File: config.mk
export PLATFORM = sky130hd
export DESIGN_NAME = dm_sba_axil_bridge_flat
export DESIGN_NICKNAME = d
export VERILOG_FILES = /design/src/rtl/dm_sba_axil_bridge_if.sv /design/src/rtl/dm_sba_axil_bridge.sv /design/src/flat_wrapper.sv
export SDC_FILE = /design/constraint.sdc
export NUM_CORES = 1
export LEC_CHECK = 0
export ABC_AREA = 0
export BUFFER_PORTS_ARGS = -buffer_cell sky130_fd_sc_hd__buf_2
export CAP_MARGIN = 20
export CORE_UTILIZATION = 48
export CTS_CLUSTER_SIZE = 30
export DETAILED_ROUTE_END_ITERATION = 6
export HOLD_SLACK_MARGIN = 0.03
export PLACE_DENSITY = 0.93
export SLEW_MARGIN = 15
export SYNTH_ARGS = -nofsm -noshare
export SYNTH_HDL_FRONTEND = slang
export SYNTH_SLANG_ARGS = --single-unit
File: constraint.sdc
create_clock -name clk_i -period 6.83 [get_ports clk_i]
set_input_delay 1.7075 -clock clk_i [delete_from_list [all_inputs] [get_ports clk_i]]
set_output_delay 1.7075 -clock clk_i [all_outputs]
set_load 0.02 [all_outputs]
File: src/rtl/dm_sba_axil_bridge_if.sv
// -----------------------------------------------------------------------------
// dm_sba_axil_bridge_if
// Bundles the debug-module SBA request/response signals and the AXI4-Lite
// master channels that dm_sba_axil_bridge sits between. Signal names keep the
// bridge's point of view (_i = into the bridge, _o = out of the bridge).
//
// Modports
//   master : the bridge itself (SBA slave side, AXI-Lite master side)
//   slave  : the environment (SBA requester plus AXI-Lite slave)
//
// Signals
//   slv_req_i/we_i/addr_i/wdata_i/be_i     SBA request
//   slv_gnt_o/r_valid_o/r_rdata_o/err_o    SBA grant and response
//   m_aw_*, m_w_*, m_b_*, m_ar_*, m_r_*    AXI4-Lite channels
// -----------------------------------------------------------------------------
interface dm_sba_axil_bridge_if #(
    parameter int BusWidth = 32
);
    logic                    slv_req_i;
    logic                    slv_we_i;
    logic [BusWidth-1:0]     slv_addr_i;
    logic [BusWidth-1:0]     slv_wdata_i;
    logic [BusWidth/8-1:0]   slv_be_i;
    logic                    slv_gnt_o;
    logic                    slv_r_valid_o;
    logic [BusWidth-1:0]     slv_r_rdata_o;
    logic                    slv_err_o;

    logic                    m_aw_valid_o;
    logic                    m_aw_ready_i;
    logic [BusWidth-1:0]     m_aw_addr_o;
    logic [2:0]              m_aw_prot_o;
    logic                    m_w_valid_o;
    logic                    m_w_ready_i;
    logic [BusWidth-1:0]     m_w_data_o;
    logic [BusWidth/8-1:0]   m_w_strb_o;
    logic                    m_b_valid_i;
    logic                    m_b_ready_o;
    logic [1:0]              m_b_resp_i;
    logic                    m_ar_valid_o;
    logic                    m_ar_ready_i;
    logic [BusWidth-1:0]     m_ar_addr_o;
    logic [2:0]              m_ar_prot_o;
    logic                    m_r_valid_i;
    logic                    m_r_ready_o;
    logic [BusWidth-1:0]     m_r_data_i;
    logic [1:0]              m_r_resp_i;

    modport master (
        input  slv_req_i, slv_we_i, slv_addr_i, slv_wdata_i, slv_be_i,
        output slv_gnt_o, slv_r_valid_o, slv_r_rdata_o, slv_err_o,
        output m_aw_valid_o, m_aw_addr_o, m_aw_prot_o,
        input  m_aw_ready_i,
        output m_w_valid_o, m_w_data_o, m_w_strb_o,
        input  m_w_ready_i,
        input  m_b_valid_i, m_b_resp_i,
        output m_b_ready_o,
        output m_ar_valid_o, m_ar_addr_o, m_ar_prot_o,
        input  m_ar_ready_i,
        input  m_r_valid_i, m_r_data_i, m_r_resp_i,
        output m_r_ready_o
    );

    modport slave (
        output slv_req_i, slv_we_i, slv_addr_i, slv_wdata_i, slv_be_i,
        input  slv_gnt_o, slv_r_valid_o, slv_r_rdata_o, slv_err_o,
        input  m_aw_valid_o, m_aw_addr_o, m_aw_prot_o,
        output m_aw_ready_i,
        input  m_w_valid_o, m_w_data_o, m_w_strb_o,
        output m_w_ready_i,
        output m_b_valid_i, m_b_resp_i,
        input  m_b_ready_o,
        input  m_ar_valid_o, m_ar_addr_o, m_ar_prot_o,
        output m_ar_ready_i,
        output m_r_valid_i, m_r_data_i, m_r_resp_i,
        input  m_r_ready_o
    );
endinterface

File: src/rtl/dm_sba_axil_bridge.sv
// -----------------------------------------------------------------------------
// dm_sba_axil_bridge
// Turns each single-beat debug-module SBA request into one AXI4-Lite read or
// write and returns read data / write ack as a one-cycle r_valid pulse. Only
// one transaction is ever outstanding.
//
// Ports
//   clk_i  : clock
//   rst_i  : asynchronous reset, active-high
//   bus    : dm_sba_axil_bridge_if.master (SBA request/response + AXI-Lite)
// -----------------------------------------------------------------------------
module dm_sba_axil_bridge #(
    parameter int BusWidth = 32
) (
    input  logic                  clk_i,
    input  logic                  rst_i,
    dm_sba_axil_bridge_if.master  bus
);
    localparam int StrbWidth = BusWidth / 8;

    typedef enum logic [2:0] {
        S_IDLE,
        S_WRITE,
        S_WRESP,
        S_READ,
        S_RRESP
    } state_t;

    state_t                r_state;
    logic [BusWidth-1:0]   r_addr;
    logic [BusWidth-1:0]   r_wdata;
    logic [StrbWidth-1:0]  r_be;
    logic                  r_aw_valid;
    logic                  r_w_valid;
    logic                  r_aw_done;
    logic                  r_w_done;
    logic                  r_b_ready;
    logic                  r_ar_valid;
    logic                  r_r_ready;
    logic                  r_gnt;
    logic                  r_r_valid;
    logic [BusWidth-1:0]   r_rdata;
    logic                  r_err;

    logic w_aw_hs;
    logic w_w_hs;
    logic w_aw_fin;
    logic w_w_fin;

    assign w_aw_hs  = r_aw_valid & bus.m_aw_ready_i;
    assign w_w_hs   = r_w_valid  & bus.m_w_ready_i;
    // A channel counts as finished if it completed earlier or completes now,
    // so AW and W may finish in either order or in the same cycle.
    assign w_aw_fin = r_aw_done | w_aw_hs;
    assign w_w_fin  = r_w_done  | w_w_hs;

    always_ff @(posedge clk_i or posedge rst_i) begin
        if (rst_i) begin
            r_state    <= S_IDLE;
            r_addr     <= '0;
            r_wdata    <= '0;
            r_be       <= '0;
            r_aw_valid <= 1'b0;
            r_w_valid  <= 1'b0;
            r_aw_done  <= 1'b0;
            r_w_done   <= 1'b0;
            r_b_ready  <= 1'b0;
            r_ar_valid <= 1'b0;
            r_r_ready  <= 1'b0;
            r_gnt      <= 1'b0;
            r_r_valid  <= 1'b0;
            r_rdata    <= '0;
            r_err      <= 1'b0;
        end else begin
            // gnt, r_valid and err are single-cycle pulses
            r_gnt     <= 1'b0;
            r_r_valid <= 1'b0;
            r_err     <= 1'b0;
            unique case (r_state)
                S_IDLE: begin
                    // Holding off while r_valid is high keeps a held-high req
                    // from being captured before the requester saw the response.
                    if (bus.slv_req_i && !r_r_valid) begin
                        r_addr  <= bus.slv_addr_i;
                        r_wdata <= bus.slv_wdata_i;
                        r_be    <= bus.slv_be_i;
                        if (bus.slv_we_i) begin
                            r_state    <= S_WRITE;
                            r_aw_valid <= 1'b1;
                            r_w_valid  <= 1'b1;
                            r_aw_done  <= 1'b0;
                            r_w_done   <= 1'b0;
                        end else begin
                            r_state    <= S_READ;
                            r_ar_valid <= 1'b1;
                        end
                    end
                end
                S_WRITE: begin
                    if (w_aw_hs) begin
                        r_aw_valid <= 1'b0;
                        r_aw_done  <= 1'b1;
                    end
                    if (w_w_hs) begin
                        r_w_valid <= 1'b0;
                        r_w_done  <= 1'b1;
                    end
                    if (w_aw_fin && w_w_fin) begin
                        r_gnt     <= 1'b1;
                        r_b_ready <= 1'b1;
                        r_state   <= S_WRESP;
                    end
                end
                S_WRESP: begin
                    if (bus.m_b_valid_i) begin
                        r_b_ready <= 1'b0;
                        r_r_valid <= 1'b1;
                        r_err     <= |bus.m_b_resp_i;
                        r_state   <= S_IDLE;
                    end
                end
                S_READ: begin
                    if (bus.m_ar_ready_i) begin
                        r_ar_valid <= 1'b0;
                        r_gnt      <= 1'b1;
                        r_r_ready  <= 1'b1;
                        r_state    <= S_RRESP;
                    end
                end
                S_RRESP: begin
                    if (bus.m_r_valid_i) begin
                        r_r_ready <= 1'b0;
                        r_r_valid <= 1'b1;
                        r_rdata   <= bus.m_r_data_i;
                        r_err     <= |bus.m_r_resp_i;
                        r_state   <= S_IDLE;
                    end
                end
                default: r_state <= S_IDLE;
            endcase
        end
    end

    assign bus.slv_gnt_o     = r_gnt;
    assign bus.slv_r_valid_o = r_r_valid;
    assign bus.slv_r_rdata_o = r_rdata;
    assign bus.slv_err_o     = r_err;

    assign bus.m_aw_valid_o  = r_aw_valid;
    assign bus.m_aw_addr_o   = r_addr;
    assign bus.m_aw_prot_o   = 3'b000;
    assign bus.m_w_valid_o   = r_w_valid;
    assign bus.m_w_data_o    = r_wdata;
    assign bus.m_w_strb_o    = r_be;
    assign bus.m_b_ready_o   = r_b_ready;
    assign bus.m_ar_valid_o  = r_ar_valid;
    assign bus.m_ar_addr_o   = r_addr;
    assign bus.m_ar_prot_o   = 3'b000;
    assign bus.m_r_ready_o   = r_r_ready;
endmodule

File: src/flat_wrapper.sv
// flat-port wrapper written by rule: the top's interface ports become plain ports
module dm_sba_axil_bridge_flat 
#(
    parameter int BusWidth = 32
)
  (clk_i, rst_i, bus_slv_req_i, bus_slv_we_i, bus_slv_addr_i, bus_slv_wdata_i, bus_slv_be_i, bus_slv_gnt_o, bus_slv_r_valid_o, bus_slv_r_rdata_o, bus_slv_err_o, bus_m_aw_valid_o, bus_m_aw_addr_o, bus_m_aw_prot_o, bus_m_aw_ready_i, bus_m_w_valid_o, bus_m_w_data_o, bus_m_w_strb_o, bus_m_w_ready_i, bus_m_b_valid_i, bus_m_b_resp_i, bus_m_b_ready_o, bus_m_ar_valid_o, bus_m_ar_addr_o, bus_m_ar_prot_o, bus_m_ar_ready_i, bus_m_r_valid_i, bus_m_r_data_i, bus_m_r_resp_i, bus_m_r_ready_o);
  dm_sba_axil_bridge_if #(.BusWidth(BusWidth)) bus_i ();
  input  logic clk_i;
  input  logic rst_i;
  input wire logic [$bits(bus_i.slv_req_i)-1:0] bus_slv_req_i;
  input wire logic [$bits(bus_i.slv_we_i)-1:0] bus_slv_we_i;
  input wire logic [$bits(bus_i.slv_addr_i)-1:0] bus_slv_addr_i;
  input wire logic [$bits(bus_i.slv_wdata_i)-1:0] bus_slv_wdata_i;
  input wire logic [$bits(bus_i.slv_be_i)-1:0] bus_slv_be_i;
  output wire logic [$bits(bus_i.slv_gnt_o)-1:0] bus_slv_gnt_o;
  output wire logic [$bits(bus_i.slv_r_valid_o)-1:0] bus_slv_r_valid_o;
  output wire logic [$bits(bus_i.slv_r_rdata_o)-1:0] bus_slv_r_rdata_o;
  output wire logic [$bits(bus_i.slv_err_o)-1:0] bus_slv_err_o;
  output wire logic [$bits(bus_i.m_aw_valid_o)-1:0] bus_m_aw_valid_o;
  output wire logic [$bits(bus_i.m_aw_addr_o)-1:0] bus_m_aw_addr_o;
  output wire logic [$bits(bus_i.m_aw_prot_o)-1:0] bus_m_aw_prot_o;
  input wire logic [$bits(bus_i.m_aw_ready_i)-1:0] bus_m_aw_ready_i;
  output wire logic [$bits(bus_i.m_w_valid_o)-1:0] bus_m_w_valid_o;
  output wire logic [$bits(bus_i.m_w_data_o)-1:0] bus_m_w_data_o;
  output wire logic [$bits(bus_i.m_w_strb_o)-1:0] bus_m_w_strb_o;
  input wire logic [$bits(bus_i.m_w_ready_i)-1:0] bus_m_w_ready_i;
  input wire logic [$bits(bus_i.m_b_valid_i)-1:0] bus_m_b_valid_i;
  input wire logic [$bits(bus_i.m_b_resp_i)-1:0] bus_m_b_resp_i;
  output wire logic [$bits(bus_i.m_b_ready_o)-1:0] bus_m_b_ready_o;
  output wire logic [$bits(bus_i.m_ar_valid_o)-1:0] bus_m_ar_valid_o;
  output wire logic [$bits(bus_i.m_ar_addr_o)-1:0] bus_m_ar_addr_o;
  output wire logic [$bits(bus_i.m_ar_prot_o)-1:0] bus_m_ar_prot_o;
  input wire logic [$bits(bus_i.m_ar_ready_i)-1:0] bus_m_ar_ready_i;
  input wire logic [$bits(bus_i.m_r_valid_i)-1:0] bus_m_r_valid_i;
  input wire logic [$bits(bus_i.m_r_data_i)-1:0] bus_m_r_data_i;
  input wire logic [$bits(bus_i.m_r_resp_i)-1:0] bus_m_r_resp_i;
  output wire logic [$bits(bus_i.m_r_ready_o)-1:0] bus_m_r_ready_o;
  assign bus_i.slv_req_i = bus_slv_req_i;
  assign bus_i.slv_we_i = bus_slv_we_i;
  assign bus_i.slv_addr_i = bus_slv_addr_i;
  assign bus_i.slv_wdata_i = bus_slv_wdata_i;
  assign bus_i.slv_be_i = bus_slv_be_i;
  assign bus_slv_gnt_o = bus_i.slv_gnt_o;
  assign bus_slv_r_valid_o = bus_i.slv_r_valid_o;
  assign bus_slv_r_rdata_o = bus_i.slv_r_rdata_o;
  assign bus_slv_err_o = bus_i.slv_err_o;
  assign bus_m_aw_valid_o = bus_i.m_aw_valid_o;
  assign bus_m_aw_addr_o = bus_i.m_aw_addr_o;
  assign bus_m_aw_prot_o = bus_i.m_aw_prot_o;
  assign bus_i.m_aw_ready_i = bus_m_aw_ready_i;
  assign bus_m_w_valid_o = bus_i.m_w_valid_o;
  assign bus_m_w_data_o = bus_i.m_w_data_o;
  assign bus_m_w_strb_o = bus_i.m_w_strb_o;
  assign bus_i.m_w_ready_i = bus_m_w_ready_i;
  assign bus_i.m_b_valid_i = bus_m_b_valid_i;
  assign bus_i.m_b_resp_i = bus_m_b_resp_i;
  assign bus_m_b_ready_o = bus_i.m_b_ready_o;
  assign bus_m_ar_valid_o = bus_i.m_ar_valid_o;
  assign bus_m_ar_addr_o = bus_i.m_ar_addr_o;
  assign bus_m_ar_prot_o = bus_i.m_ar_prot_o;
  assign bus_i.m_ar_ready_i = bus_m_ar_ready_i;
  assign bus_i.m_r_valid_i = bus_m_r_valid_i;
  assign bus_i.m_r_data_i = bus_m_r_data_i;
  assign bus_i.m_r_resp_i = bus_m_r_resp_i;
  assign bus_m_r_ready_o = bus_i.m_r_ready_o;
  dm_sba_axil_bridge #(.BusWidth(BusWidth)) u_core (.clk_i(clk_i), .rst_i(rst_i), .bus(bus_i));
endmodule
# Yosys cells after proc, flatten, opt, wreduce, memory -nomap -nowiden
# Index checks and enable logic that the tools add are counted.
classes:
  n_eq_ne: 13
  muxes: 38
  bitwise: 4
  reduce_logical: 18
op_table:
  columns: ["operator", "count"]
  rows:
  - ["$mux W1", 21]
  - ["$pmux W1 S2", 10]
  - ["$mux W3", 5]
  - ["$pmux W3 S5", 1]
  - ["$reduce_and A4 Y1", 3]
  - ["$ne A2 B2 Y1 const B", 5]
  - ["$ne A2 B1 Y1 const B", 4]
  - ["$reduce_bool A2 Y1", 4]
  - ["$eq A3 B2 Y1 const B", 2]
  - ["$reduce_and A3 Y1", 2]
  - ["$reduce_and A5 Y1", 1]
  - ["$reduce_and A2 Y1", 2]
  - ["$reduce_or A2 Y1", 2]
  - ["$eq A3 B1 Y1 const B", 1]
  - ["$eq A3 B3 Y1 const B", 1]
  - ["$logic_not A3 Y1", 1]
  - ["$and A1 B1 Y1", 2]
  - ["$logic_and A1 B1 Y1", 2]
  - ["$mux W2", 1]
  - ["$or A1 B1 Y1", 2]
  - ["$logic_not A1 Y1", 1]
totals:
  ff_bits: 113
  input_bits: 113
  output_inout_bits: 146
  elab_cells: 88

# Depth between registers and ports, before layout
# Gate-level depths: netlist of run 1.
logic_depth:
  word_depth: 5
  mapped_depth: 7
  depth_no_buf: 4

# Worst setup path before layout of run 1
# No wires, ideal clock.
synth_path:
  path_type: "input port to flip-flop"
  startpoint: "input bus_slv_req_i"
  endpoint: "register u_core.r_addr[10], in the netlist u_core.bus.m_ar_addr_o[10]"
  setup_ns: 0.127
  arrival_ns: 2.619
  t_required_ns: 6.703
  path_slack_ns: 4.084
  path_stages: 5
  n_path_buf: 2
  path_cell_list: "nand2b_1 -> nor4_4 -> buf_4 -> buf_6 -> mux2_1"
synth_between:
  elab_chain_len: 2
synth_rtl:
  columns: ["item", "line", "text"]
  rows:
  - ["start, declared", "flat_wrapper.sv:10", "input wire logic [$bits(bus_i.slv_req_i)-1:0] bus_slv_req_i;"]
  - ["$logic_and A1 B1 Y1", "dm_sba_axil_bridge.sv:83", "if (bus.slv_req_i && !r_r_valid) begin"]
  - ["$reduce_and A2 Y1 (no line)", null, null]
  - ["end signal, assigned", "dm_sba_axil_bridge.sv:84", "r_addr <= bus.slv_addr_i;"]
  - ["end, declared", "dm_sba_axil_bridge.sv:30", "logic [BusWidth-1:0] r_addr;"]
# Every way passes these cells.
# A chain may end at the register's enable or synchronous reset.

# Worst setup path in the final report of run 1
layout_path:
  startpoint: "input bus_slv_req_i"
  endpoint: "register u_core.r_addr[29], in the netlist u_core.bus.m_ar_addr_o[29]"
# Same word-level chain as after synthesis.

==> results.py, run 1 <==
metrics = {
    "placed_design": {
        "pre_cts_slack_ns": 2.74,
        "dpl.hpwl_mm": 7.93,
        "place.detailed.instances": 645,
        "buffers_added_on_ports": 252,
        "globalplace.congestion": 0.742,
        "placed_cell_area_um2": 5790,
    },
    "global_routing": {
        "track_usage": 0.209,
        "first_global_vias": 3334,
        "grt_first_pass_wirelength_mm": 16.2,
        "grt_start_max_net_pins": 60,
        "antenna_found_initial": 1,
        "globalRouteOverflowTotal": 0,
    },
    "critical_path": {
        "timing_worst_setup_path_type": "input port to register",
        "cp.required_ns": 7.21,
        "timing.critical_path.slowest_stage_cell": "sky130_fd_sc_hd__buf_4",
        "critPathCaptureType": "register",
        "cp_cell_sequence": "buf_2 > nand2b_1 > nor4_4 > buf_4 > mux2_2",
        "crit_path_max_fo": 58,
        "timing.critical_path.slowest_cell_delay_ns": 0.67,
        "cp-start-kind": "input port",
        "cp_data_arrival_time_ns": 3.54,
    },
    "logic_synthesis": {
        "synth_area_leaders": "sky130_fd_sc_hd__dfrtp_1, sky130_fd_sc_hd__mux2_1, sky130_fd_sc_hd__mux2_4",
        "synth.yosys.seq_area_share": 0.596,
        "post_synthesis_adder_cell_area_fraction": 0,
        "mapped_area_um2": 4750,
        "ys_warnings": 0,
        "synth_area_per_cell_um2": 15.4,
        "mux_share_of_post_synthesis_cell_area": 0.258,
        "synthDominantCellAreaShare": 0.596,
        "largest_family_of_logic_cells_by_synthesized_area": "multiplexers",
        "synthDistinctLibCells": 31,
        "synth_compound_area_frac": 0.0258,
        "postSynthCellCount": 308,
        "synth_xor_area_frac": 0,
        "synth.ff_latch_count": 113,
        "synth_simple_gate_area_share": 0.0295,
        "synthDominantAreaCellType": "sky130_fd_sc_hd__dfrtp_1",
    },
    "cts": {
        "clock_slew_at_reported_path_ffs_ns": 0.06,
        "cts_tree": "built",
        "worstSkewPairLatency_ns": 0.50,
        "cts.path.max_buffers": 2,
        "clk_root_buffer_cell": "sky130_fd_sc_hd__clkbuf_8",
        "postCtsSetupBuffers": 0,
        "ctsHtreeMaxLevel": 4,
        "ctsResizeCount": 0,
        "cts_hold_repair.buffers": 0,
        "cts_buffers": 17,
        "cts_num_sinks": 113,
    },
    "drt": {
        "firstDrtPassIters": 4,
        "route.detailed.drc": 0,
        "detailed_route_wire_length_mm": 10.6,
        "routed-via-count": 3253,
        "drt_first_iter_violations": 53,
        "detailed_route_wire_length_per_cell_um": 15.7,
        "post_drt_via_cell_ratio": 4.79,
        "drt.antenna.violating_nets": 0,
    },
    "pwr": {
        "power_frac_comb": 0.416,
        "seqPwrFrac": 0.330,
        "switchingPower_w": 0.00141,
        "peak_supply_drop_mv": 0.279,
        "p_clk_frac": 0.255,
        "power_per_cell_area_nw_per_um2": 562,
        "static-leakage-power_nw": 3.32,
        "switching_share": 0.391,
        "cell_internal_pwr_w": 0.00220,
    },
    "job": {
        "max_cap_violation_count": 0,
    },
    "die": {
        "floorplan.io_pins": 259,
        "initial_utilization": 0.504,
        "die_width_um": 101,
        "dieArea_um2": 10300,
        "core_area_um2": 9420,
        "dieHeight_um": 101,
        "fp-row-count": 35,
    },
    "run_status": {
        "outcome": "completed",
    },
    "timing": {
        "setup_tns_ns": 0,
        "shortest_period_the_worst_path_allows_ns": 3.16,
        "max_slew.worst_pin.slew_ns": 0.732,
        "setup_slack_ns": 3.67,
        "worst_slew_margin_rel": 0.512,
        "finalHoldWorstSlack_ns": 0.478,
        "period_share": 0.463,
        "fmaxAchievable_mhz": 316,
        "hold_viol": 0,
        "grt_setup_unrepaired": "no",
        "setup_viol_count_final": 0,
        "slew_violations": 0,
        "finalClockSkew_ns": 0.00999,
    },
    "finish": {
        "finalInstanceArea_um2": 6430,
        "final_net_count": 649,
        "area.growth.synth_to_final_pct": 35.4,
        "post_layout_nonfiller_instances": 679,
        "post_route_cells_drive_above_1_share": 0.616,
    },
    "hold_path": {
        "hold_path.class": "register to register",
    },
}
==> critical path, delay by kind of cell <==
kind | cells | cell delay, ns
muxes | 1 | 0.41
buffers and inverters | 2 | 0.75
and+or+nand+nor | 2 | 0.61
==> routing by layer <==
metal | track usage | wire, um | up-vias
li1 | - | - | 1490
met1 | 0.233 | 4180 | 1577
met2 | 0.374 | 5640 | 167
met3 | 0.0676 | 633 | 19
met4 | 0.0758 | 190 | 0
met5 | 0 | 0 | -
==> cell usage after synthesis (all sizes together) <==
library cell,n
nand2b,2
conb,1
a31oi,2
mux2,100
inv,3
o21a,1
and3,1
nor2b,2
a22o,2
nand3,1
or2,1
nand4bb,1
dfrtp,113
o2bb2ai,1
nor4,1
nand2,6
a21oi,5
or3b,1
o21ai,5
and2b,1
a2111oi,1
nor2,3
a21boi,1
nor3b,1
buf,51
a221o,1
==> area by class of cell <==
type / instances / area [um^2]
Inverter: 3 / 13.8
Timing Repair Buffer: 255 / 1290
Multi-Input combinational cell: 146 / 1510
Fill cell: 676 / 2990
Clock buffer: 17 / 414
Sequential cell: 113 / 2830
Antenna cell: 1 / 2.50
Tap cell: 129 / 161
Clock inverter: 15 / 208
==> cell usage in the layout (no fill, tap or decap), types with 2 or more instances in the layout <==
master / synthesis / layout
sky130_fd_sc_hd__inv_1: 3 / 2
sky130_fd_sc_hd__mux2_4: 27 / 27
sky130_fd_sc_hd__nor2_1: 2 / 2
sky130_fd_sc_hd__clkinv_4: 0 / 5
sky130_fd_sc_hd__a31oi_1: 2 / 2
sky130_fd_sc_hd__inv_6: 0 / 3
sky130_fd_sc_hd__buf_2: 2 / 252
sky130_fd_sc_hd__mux2_2: 18 / 18
sky130_fd_sc_hd__clkbuf_16: 0 / 16
sky130_fd_sc_hd__dfrtp_1: 113 / 113
sky130_fd_sc_hd__conb_1: 1 / 6
sky130_fd_sc_hd__clkinv_2: 0 / 2
sky130_fd_sc_hd__a21oi_1: 5 / 5
sky130_fd_sc_hd__bufinv_16: 0 / 4
sky130_fd_sc_hd__nand2b_1: 2 / 2
sky130_fd_sc_hd__nor2b_1: 2 / 2
sky130_fd_sc_hd__nand2_1: 6 / 6
sky130_fd_sc_hd__mux2_1: 55 / 55
sky130_fd_sc_hd__buf_4: 39 / 2
sky130_fd_sc_hd__o21ai_0: 5 / 5
sky130_fd_sc_hd__a22o_1: 2 / 2
==> worst paths after layout <==
check / startpoint / slack, ns / cells after the start / to
setup reg to reg: u_core.r_state[1]$_DFFE_PP0P_ / 4.43 / 3 / u_core.bus.m_ar_addr_o[29]$_DFFE_PP0P_
min in group asynchronous: rst_i / 1.32 / 2 / u_core.bus.m_ar_addr_o[17]$_DFFE_PP0P_
hold / removal: u_core.bus.m_w_strb_o[3]$_DFFE_PP0P_ / 0.48 / 1 / u_core.bus.m_w_strb_o[3]$_DFFE_PP0P_
setup / recovery: bus_slv_req_i / 3.67 / 5 / u_core.bus.m_ar_addr_o[29]$_DFFE_PP0P_
hold reg to reg: u_core.bus.m_w_strb_o[3]$_DFFE_PP0P_ / 0.48 / 1 / u_core.bus.m_w_strb_o[3]$_DFFE_PP0P_
max in group asynchronous: rst_i / 4.34 / 3 / u_core.bus.m_w_data_o[31]$_DFFE_PP0P_
==> metrics by stage <==
stage	util	total power (W)
after floorplan	-	0.00231
after global placement	0.615	0.00264
after detailed placement	0.615	0.00271
after CTS	0.681	0.00365
after global routing	0.683	0.00380
final	0.683	0.00361
==> state kept, by name, summed over array words and instances, names as in the netlist, 3 cells and up <==
register                  flops
u_core.bus.m_w_strb_o         4
u_core.r_state                3
u_core.bus.m_w_data_o        32
u_core.bus.m_ar_addr_o       32
u_core.bus.slv_r_rdata_o     32
==> kinds of logic after synthesis <==
family                 Yosys count
AOI/OAI and AO/OA               19
and+or+nand+nor                 21
other                            1
muxes                          100
buffers and inverters           54
DFF                            113
==> power groups by stage <==
stage / Combinational [W] / Clock (W) / Sequential [W]
after floorplan: 0.000761 / 0 / 0.00155
after global placement: 0.00147 / 0 / 0.00117
after detailed placement: 0.00151 / 0 / 0.00119
after CTS: 0.00152 / 0.000939 / 0.00119
after global routing: 0.00160 / 0.000969 / 0.00123
final: 0.00150 / 0.000919 / 0.00119
(Power assumes the default switching activity.)
==> run 2: changes to the inputs <==
--- a/config.mk
+++ b/config.mk
@@ -8,11 +8,11 @@
 export ABC_AREA = 0
 export BUFFER_PORTS_ARGS = -buffer_cell sky130_fd_sc_hd__buf_2
 export CAP_MARGIN = 20
-export CORE_UTILIZATION = 48
+export CORE_UTILIZATION = 45
 export CTS_CLUSTER_SIZE = 30
 export DETAILED_ROUTE_END_ITERATION = 6
 export HOLD_SLACK_MARGIN = 0.03
-export PLACE_DENSITY = 0.93
+export PLACE_DENSITY = 0.89
 export SLEW_MARGIN = 15
 export SYNTH_ARGS = -nofsm -noshare
 export SYNTH_HDL_FRONTEND = slang
==> constraint.sdc (replaced) <==
create_clock -name clk_i -period 3.1 [get_ports clk_i]
set_input_delay 0.775 -clock clk_i [delete_from_list [all_inputs] [get_ports clk_i]]
set_output_delay 0.775 -clock clk_i [all_outputs]
set_load 0.02 [all_outputs]
==> run 2 against run 1 <==
Register-to-register slack got worse by 3.4 ns. Sequential share of layout area fell by 0.11 points. Power rose by 120%. Combinational power rose by 120%. Flip-flop and latch count did not move. Cell area rose by 0.25%. Wire length fell by 2.5%. Utilization fell by 5.6 points. Clock power rose by 99%. Non-clock buffer count rose by 7. Count of clock-buffer cells in the layout rose by 4. Global-route usage fell by 1.2 points. Critical endpoint is now u_core.bus.m_w_data_o[23]$_DFFE_PP0P_. Largest power group unchanged. Highest routed layer unchanged.
==> results.py, run 2 (synthesis gave the netlist of run 1 again) <==
metrics = {
    "run_status": {
        "outcome": "completed",
    },
    "pwr": {
        "seqPwrFrac": 0.337,
        "p_clk_frac": 0.235,
        "power_frac_comb": 0.428,
        "static-leakage-power_nw": 3.33,
        "peak_supply_drop_mv": 0.563,
        "switchingPower_w": 0.00304,
        "power_per_cell_area_nw_per_um2": 1210,
        "cell_internal_pwr_w": 0.00477,
        "switching_share": 0.389,
        "total_power_w": 0.00781,
    },
    "global_routing": {
        "first_global_vias": 3429,
        "grt_start_max_net_pins": 58,
        "antenna_found_initial": 0,
        "grt_first_pass_wirelength_mm": 16.6,
        "track_usage": 0.197,
        "globalRouteOverflowTotal": 0,
    },
    "critical_path": {
        "regToRegSetupSlack_ns": 1.07,
        "worstReg2RegEnd": "u_core.bus.m_w_data_o[23]$_DFFE_PP0P_",
        "rr_startpoint": "u_core.r_state[1]$_DFFE_PP0P_",
        "timing_worst_setup_path_type": "register to register",
        "critPathCaptureType": "register",
        "cp_data_arrival_time_ns": 2.39,
        "crit_path_max_fo": 34,
        "cp-start-kind": "register",
        "reg2reg_depth": 3,
        "cp.required_ns": 3.47,
    },
    "die": {
        "initial_utilization": 0.462,
        "dieArea_um2": 11000,
        "core_area_um2": 10300,
        "die_width_um": 105,
        "fp-row-count": 37,
        "floorplan.io_pins": 259,
        "dieHeight_um": 105,
    },
    "finish": {
        "post_route_cells_drive_above_1_share": 0.618,
        "final_net_count": 656,
        "area.growth.synth_to_final_pct": 35.7,
        "num-fill-cells": 788,
        "layout.cells.most_common": "sky130_fd_sc_hd__buf_2",
        "post_layout_nonfiller_instances": 691,
        "most-common-layout-cells": "sky130_fd_sc_hd__buf_2, sky130_fd_sc_hd__dfrtp_1, sky130_fd_sc_hd__mux2_1, sky130_fd_sc_hd__mux2_4, sky130_fd_sc_hd__mux2_2",
        "num_antenna_cells": 0,
        "final_core_utilization": 0.627,
    },
    "timing": {
        "finalClockSkew_ns": 0.00580,
        "worst_slew_margin_rel": 0.498,
        "max_slew.worst_pin.slew_ns": 0.747,
        "slew_violations": 0,
        "grt_setup_unrepaired": "no",
        "setup_tns_ns": 0,
        "fmaxAchievable_mhz": 493,
        "shortest_period_the_worst_path_allows_ns": 2.03,
        "hold_viol": 0,
        "period_share": 0.654,
        "setup_viol_count_final": 0,
        "finalHoldWorstSlack_ns": 0.480,
    },
    "drt": {
        "routed-via-count": 3256,
        "detailed_route_wire_length_mm": 10.4,
        "drt.antenna.violating_nets": 0,
        "firstDrtPassIters": 4,
        "drt_first_iter_violations": 106,
        "detailed_route_wire_length_per_cell_um": 15.0,
        "post_drt_via_cell_ratio": 4.71,
        "route.detailed.drc": 0,
    },
    "cts": {
        "postCtsSetupBuffers": 0,
        "cts.path.max_buffers": 2,
        "cts_buffers": 17,
        "cts_tree": "built",
        "ctsHtreeMaxLevel": 4,
        "ctsResizeCount": 0,
        "cts_hold_repair.buffers": 0,
        "clk_root_buffer_cell": "sky130_fd_sc_hd__clkbuf_8",
        "worstSkewPairLatency_ns": 0.49,
        "clock_slew_at_reported_path_ffs_ns": 0.05,
        "cts_num_sinks": 113,
    },
    "placed_design": {
        "place.detailed.instances": 660,
        "buffers_added_on_ports": 252,
        "dpl.hpwl_mm": 7.82,
        "globalplace.congestion": 0.808,
    },
    "job": {
        "max_cap_violation_count": 0,
    },
    "hold_path": {
        "hold_path.class": "register to register",
        "hold-path-endpoint": "u_core.bus.m_w_strb_o[1]$_DFFE_PP0P_",
        "min_delay_path_depth": 1,
        "min_delay_src": "u_core.bus.m_w_strb_o[1]$_DFFE_PP0P_",
    },
}
==> run 2: cell count changes in the layout (fill, tap and decap cells not counted), sizes merged <==
cell and change:
clkinv -3, clkinvlp +4, inv -4, bufinv -2
clkbuf +4, buf +7, diode -1
==> run 2: worst max-delay path by stage <==
stage / startpoint / to / slack [ns] / cells after the start
2_1_floorplan: rst_i / u_core.bus.m_ar_addr_o[0]$_DFFE_PP0P_ / 0.95 / 1
3_3_place_gp: bus_slv_req_i / u_core.bus.m_ar_addr_o[10]$_DFFE_PP0P_ / 0.77 / 5
3_5_place_dp: bus_slv_req_i / u_core.bus.m_ar_addr_o[31]$_DFFE_PP0P_ / 0.68 / 5
4_1_cts: u_core.r_state[1]$_DFFE_PP0P_ / u_core.bus.m_ar_addr_o[31]$_DFFE_PP0P_ / 1.04 / 3
5_1_grt: u_core.r_state[1]$_DFFE_PP0P_ / u_core.bus.m_ar_addr_o[31]$_DFFE_PP0P_ / 0.95 / 3
6_report: u_core.r_state[1]$_DFFE_PP0P_ / u_core.bus.m_w_data_o[23]$_DFFE_PP0P_ / 1.07 / 3
==> run 2: power by group through the flow <==
| stage | clock, W | combinational, W | sequential [W] |
|---|---|---|---|
| floorplan | 0 | 0.00168 | 0.00342 |
| global placement | 0 | 0.00329 | 0.00260 |
| detailed placement | 0 | 0.00338 | 0.00265 |
| CTS | 0.00188 | 0.00338 | 0.00264 |
| global route | 0.00196 | 0.00354 | 0.00272 |
| finish | 0.00183 | 0.00334 | 0.00263 |
==> run 2: cell type report <==
type                    count  area, um^2  area share
clock buffers              21         459      0.0713
clock inverters            10         110      0.0171
inverters                   3        15.0     0.00233
multi-input cells         146        1510       0.235
flip-flops and latches    113        2830       0.439
well taps                 136         170      0.0264
repair buffers            262        1350       0.209
==> run 2: critical path, cell delays in order, from the launching register on <==
cell and delay, ns:
sky130_fd_sc_hd__dfrtp_1 0.49, sky130_fd_sc_hd__nor4_4 0.74, sky130_fd_sc_hd__buf_12 0.29, sky130_fd_sc_hd__mux2_1 0.36
==> run 2: through the flow <==
stage / cell area, um^2 / setup slack [ns]
finish: 6440 / 1.07
floorplan: 4770 / 0.954
detailed placement: 5870 / 0.685
global placement: 5870 / 0.772
CTS: 6440 / 1.04
global route: 6440 / 0.946
==> run 2: per-layer routing <==
metal	GRT usage	share of wire
met1	0.217	0.39
met2	0.363	0.54
met3	0.0493	0.061
met4	0.0765	0.011
met5	0	0
